**config.mk**
```make
export PLATFORM = sky130hd
export DESIGN_NAME = fir_inverse_multicycle
export DESIGN_NICKNAME = d
export VERILOG_FILES = /design/src/rtl/fir_inverse_multicycle.sv
export SDC_FILE = /design/constraint.sdc
export NUM_CORES = 1
export LEC_CHECK = 0
export BUFFER_PORTS_ARGS = -buffer_cell sky130_fd_sc_hd__buf_2
export CAP_MARGIN = 30
export CORE_ASPECT_RATIO = 2
export CORE_MARGIN = 2
export CORE_UTILIZATION = 42
export CTS_CLUSTER_DIAMETER = 100
export DETAILED_ROUTE_END_ITERATION = 10
export HOLD_SLACK_MARGIN = 0.08
export PLACE_DENSITY_LB_ADDON = 0.05
export SYNTH_ARGS = -nofsm -noshare
export SYNTH_HDL_FRONTEND = slang
export SYNTH_SLANG_ARGS = --single-unit
```
**constraint.sdc**
```tcl
create_clock -name CLK -period 7.1 [get_ports CLK]
set_input_delay 1.065 -clock CLK [delete_from_list [all_inputs] [get_ports CLK]]
set_output_delay 1.065 -clock CLK [all_outputs]
set_load 0.05 [all_outputs]
```
**src/rtl/fir_inverse_multicycle.sv**
```systemverilog
// fir_inverse_multicycle
//   All-pole IIR inverse of the multicycle FIR:
//     y[n] = x[n] - sum_{k=1..TAPSIZE-1} a[k] * y[n-k]   (a[0] = 1 implied)
//   One signed multiplier is shared across the taps, one tap per cycle.
//   Samples and coefficients are Q(WI).(WF); products are kept at full
//   precision in a W_ACC-bit accumulator, then rounded half-up and
//   saturated back to Q(WI).(WF).
//
// Ports
//   CLK        clock, rising edge
//   RST        asynchronous reset, active low
//   x          signed input sample
//   in_valid   x is valid
//   in_ready   block can accept a sample (registered)
//   clear      synchronous flush of the y history (IDLE only)
//   coef_we    coefficient write strobe (IDLE only)
//   coef_addr  coefficient index k, 1..TAPSIZE-1
//   coef_data  signed coefficient a[k]
//   y          signed output sample, held until the next output
//   out_valid  one-cycle pulse, y is new
//   sat        one-cycle pulse with out_valid when y was clipped
//
// state  | meaning
// -------+------------------------------------------------------------
// S_IDLE | waiting for a sample; coefficient writes and clear honoured
// S_MAC  | acc -= a[k] * hist[k-1], one tap per edge, k = 1..TAPSIZE-1
// S_OUT  | round, saturate, register y, shift history, pulse out_valid

module fir_inverse_multicycle #(
  parameter int TAPSIZE = 3,
  parameter int WI      = 1,
  parameter int WF      = 15,
  parameter int GUARD   = 4,
  parameter int ADDRW   = 2
) (
  input  logic                  CLK,
  input  logic                  RST,
  input  logic [WI+WF-1:0]      x,
  input  logic                  in_valid,
  output logic                  in_ready,
  input  logic                  clear,
  input  logic                  coef_we,
  input  logic [ADDRW-1:0]      coef_addr,
  input  logic [WI+WF-1:0]      coef_data,
  output logic [WI+WF-1:0]      y,
  output logic                  out_valid,
  output logic                  sat
);

  localparam int W     = WI + WF;
  localparam int W_ACC = 2 * W + GUARD;
  localparam int NH    = TAPSIZE - 1;

  // Rounding constant 2^(WF-1) and the clip limits, all at accumulator width.
  localparam logic signed [W_ACC-1:0] RND   = {{(W_ACC-WF){1'b0}}, 1'b1, {(WF-1){1'b0}}};
  localparam logic signed [W_ACC-1:0] Y_MAX = {{(W_ACC-W+1){1'b0}}, {(W-1){1'b1}}};
  localparam logic signed [W_ACC-1:0] Y_MIN = {{(W_ACC-W+1){1'b1}}, {(W-1){1'b0}}};

  typedef enum logic [1:0] {
    S_IDLE,
    S_MAC,
    S_OUT
  } state_t;

  state_t                  state;
  logic [W-1:0]            coef [1:NH];
  logic [W-1:0]            hist [0:NH-1];
  logic signed [W_ACC-1:0] acc;
  logic [ADDRW-1:0]        k;

  logic [W-1:0]            coef_sel;
  logic [W-1:0]            hist_sel;
  logic signed [2*W-1:0]   prod;
  logic signed [W_ACC-1:0] prod_ext;
  logic signed [W_ACC-1:0] x_ext;
  logic signed [W_ACC-1:0] acc_rnd;
  logic signed [W_ACC-1:0] acc_shr;
  logic                    ovf_hi;
  logic                    ovf_lo;
  logic [W-1:0]            y_sat;

  // Tap select: explicit compare keeps every index in range for any TAPSIZE.
  always_comb begin
    coef_sel = '0;
    hist_sel = '0;
    for (int i = 1; i <= NH; i++) begin
      if (k == ADDRW'(i)) begin
        coef_sel = coef[i];
        hist_sel = hist[i-1];
      end
    end
  end

  always_comb begin
    prod     = $signed(coef_sel) * $signed(hist_sel);
    prod_ext = {{GUARD{prod[2*W-1]}}, prod};
    // x aligned to the product binary point (x << WF), sign-extended.
    x_ext    = {{(WI+GUARD){x[W-1]}}, x, {WF{1'b0}}};
    acc_rnd  = acc + RND;
    acc_shr  = acc_rnd >>> WF;
    ovf_hi   = (acc_shr > Y_MAX);
    ovf_lo   = (acc_shr < Y_MIN);
    if (ovf_hi) begin
      y_sat = Y_MAX[W-1:0];
    end else if (ovf_lo) begin
      y_sat = Y_MIN[W-1:0];
    end else begin
      y_sat = acc_shr[W-1:0];
    end
  end

  always_ff @(posedge CLK or negedge RST) begin
    if (!RST) begin
      state     <= S_IDLE;
      acc       <= '0;
      k         <= '0;
      y         <= '0;
      out_valid <= 1'b0;
      sat       <= 1'b0;
      in_ready  <= 1'b0;
      for (int i = 1; i <= NH; i++) begin
        coef[i] <= '0;
      end
      for (int j = 0; j < NH; j++) begin
        hist[j] <= '0;
      end
    end else begin
      out_valid <= 1'b0;
      sat       <= 1'b0;
      case (state)
        S_IDLE: begin
          in_ready <= 1'b1;
          // Address 0 and addresses >= TAPSIZE match no slot and drop out.
          if (coef_we) begin
            for (int i = 1; i <= NH; i++) begin
              if (coef_addr == ADDRW'(i)) begin
                coef[i] <= coef_data;
              end
            end
          end
          // clear takes priority over a simultaneous sample.
          if (clear) begin
            for (int j = 0; j < NH; j++) begin
              hist[j] <= '0;
            end
          end else if (in_valid && in_ready) begin
            acc      <= x_ext;
            k        <= ADDRW'(1);
            in_ready <= 1'b0;
            state    <= S_MAC;
          end
        end

        S_MAC: begin
          acc <= acc - prod_ext;
          if (k == ADDRW'(NH)) begin
            state <= S_OUT;
          end else begin
            k <= k + 1'b1;
          end
        end

        S_OUT: begin
          y         <= y_sat;
          sat       <= ovf_hi | ovf_lo;
          out_valid <= 1'b1;
          in_ready  <= 1'b1;
          // Feedback uses the clipped value.
          hist[0]   <= y_sat;
          for (int j = 1; j < NH; j++) begin
            hist[j] <= hist[j-1];
          end
          k     <= '0;
          state <= S_IDLE;
        end

        default: begin
          state <= S_IDLE;
        end
      endcase
    end
  end

endmodule

```
==> metrics.cfg <==
[clock_tree]
root_buffer=clkbuf_16
cts_tree=done
h-tree-depth=4
clock_latency_ns=0.42
clk_pin_slew_ns=0.07
postCtsHoldBufs=0
numCtsBuffers=17
numClockSinks=123
cts.path.max_buffers=2

[timing]
slew-limit-headroom=0.3470
maxSlewViolCount=0
rsz0062_at_grt=true
finalCriticalPeriod_ns=7.009
setup_violations=0
fmax_ghz=0.1427
fin_setup_tns_ns=0
fin_skew_ns=0.01452
worst_pin_slew_ns=0.9591
hold_viol_final=0
min_period_over_period=0.9871

[place]
port_buffers=57
placed_cell_area_mm2=0.02075
gp_congestion=0.9282
dp.cells=2731
dp_hpwl_um=52320

[hold_path]
worstHoldStart=hist[11]
hp-class=reg -> reg
hold_end=hist[11]
holdPathStages=1

[logic_synthesis]
synthTopCellsByArea=fa_1, dfrtp_1, inv_1
ys_types=75
synthFlopType=dfrtp_1
synth_fp_nets=2459
yosysWarnings=0
async_reset_ff_frac=1.000
synth_edf_count=0
ys_top_cells_by_count=inv_1, fa_1, nand2_1
synth-seq-area-share=0.1699
synth_most_common_cell=inv_1
ys_ff_latch=123
syn_inst=1991
syn-cell-area_mm2=0.01812
avgSynthCellArea_um2=9.100
synth_top_area_cell=fa_1
synth.top_cell.area_share=0.3569

[setup_path]
path_common_cell=fa_1
worst-path-stages=32
crit_family=adder cells
cp_max_fo=8
reg2regPathDepth=32
critPathSlowestCell=fa_1
critPathBufInv=14
critPathMaxStageDelay_ns=0.56
end_kind=flip-flop
critical_path_class=reg -> reg
reg2reg_from=k[1]
crit_arrival_ns=7.29
rrSetupSlack_ns=0.09
critPathRequiredTime_ns=7.38
startpoint_type=flip-flop
r2r-end=acc[32]

[finish]
fill_cells=4064
fin_area_mm2=0.02299
nets=2746
synthToLayoutAreaGrowth_pct=26.90
drive_above_1_share=0.2623
fin_cells=2837

[global_route]
grt_pass1_vias=16070
track_usage=0.2866
antenna_found_initial=1
grt_remaining_overflow=0
grt_max_degree=64
grt_pass1_wl_um=93830

[floorplan]
die_h_um=297.7
std_cell_rows=107
initial_core_util=0.4256
ios=58
core_mm2=0.04257
die_area_mm2=0.04491
die_w_um=150.9

[run_status]
outcome=complete, no violations

[flow_run]
max_cap_violations=0

[route]
vias=14820
viasPerCell=5.224
detail-route-antenna-nets=0
drc_errors=0
drt-wirelength-per-cell_um=22.16
drtIter0Drc=650
finalWirelength_um=62860
drt_pass1_iterations=5

==> placed cells by master, fill, tap and decap left out, drive strengths merged, types with 11 or more instances in the layout <==
| master | n |
|---|---|
| inv | 469 |
| buf | 338 |
| fa | 323 |
| nand2 | 198 |
| nor2 | 177 |
| dfrtp | 123 |
| ha | 106 |
| o21ai | 82 |
| a21oi | 65 |
| xnor2 | 45 |
| nand3 | 35 |
| mux2 | 33 |
| a22o | 26 |
| clkbuf | 25 |
| nand2b | 19 |
| a21o | 17 |
| o21a | 17 |
| a22oi | 17 |
| nor3 | 16 |
| o211ai | 15 |
| or2 | 13 |
| xor2 | 11 |
==> sequential cells by signal (all words and copies together) (netlist names) <==
| register | flops |
|---|---|
| acc | 36 |
| coef | 32 |
| hist | 32 |
| in_ready | 1 |
| k | 2 |
| out_valid | 1 |
| sat | 1 |
| state | 2 |
| y | 16 |
==> cell type report <==
class                           count  area, um2  area share
Tap cell                          545      681.9     0.02966
Inverter                          463       1744     0.07586
Sequential cell                   123       3079      0.1339
Antenna cell                        1      2.502   0.0001088
Clock buffer                       19      442.9     0.01927
Clock inverter                     13      130.1    0.005660
Multi-Input combinational cell   1328      13720      0.5967
Timing Repair Buffer              345       3192      0.1388
==> timing repair <==
item / 4_1_cts / 5_1_grt
resized for setup: 50 / 183
pin swaps: 15 / 116
cloned: 1 / 6
setup buffers: 18 / 48
setup endpoints to repair: 13 / 15
==> kinds of logic (layout without fill, tap and decap cells) <==
kind of cell               after synthesis  after routing  share of synthesized area
muxes                                   39             39                    0.02383
buffers and inverters                  540            840                     0.1131
AOI/OAI and AO/OA                      293            293                     0.1117
and+or+nand+nor                        511            511                     0.1243
other                                    0              1                          0
DFF                                    123            123                     0.1699
xor gates and xnor gates                56             56                    0.02707
adders and majority gates              429            429                     0.4301
==> metal layers <==
metal  vias up  wire length [um]  GRT usage  part of all wire
li1       6726                 -          -                 -
met3       170              1730    0.02879             0.028
met5         -                 0          0                 0
met2       353             35530     0.5492              0.57
met1      7572             19700     0.2780              0.31
met4         0              5898     0.1967             0.094
==> stage by stage <==
| step | worst slack [ns] | hold WS, ns | utilization |
|---|---|---|---|
| floorplan | 0.03544 | 0.4721 | - |
| global placement | -0.4608 | 0.4905 | 0.4875 |
| detailed placement | -0.4331 | 0.4912 | 0.4875 |
| CTS | -0.02744 | 0.5091 | 0.5113 |
| global route | -0.2078 | 0.5296 | 0.5400 |
| finish | 0.09125 | 0.5078 | 0.5400 |
==> worst max path at each step <==
| stage | start | to | slack (ns) |
|---|---|---|---|
| after detailed placement | k[0] | acc[32] | -0.43 |
| after floorplan | k[1] | acc[34] | 0.04 |
| after global placement | k[0] | acc[32] | -0.46 |
| after CTS | k[0] | acc[32] | -0.03 |
| final | k[1] | acc[32] | 0.09 |
| after global routing | k[1] | acc[28] | -0.21 |
Power is left out: the tool's default activity adds up to more than one toggle a clock period on the data nets, which glitch-free logic cannot reach.
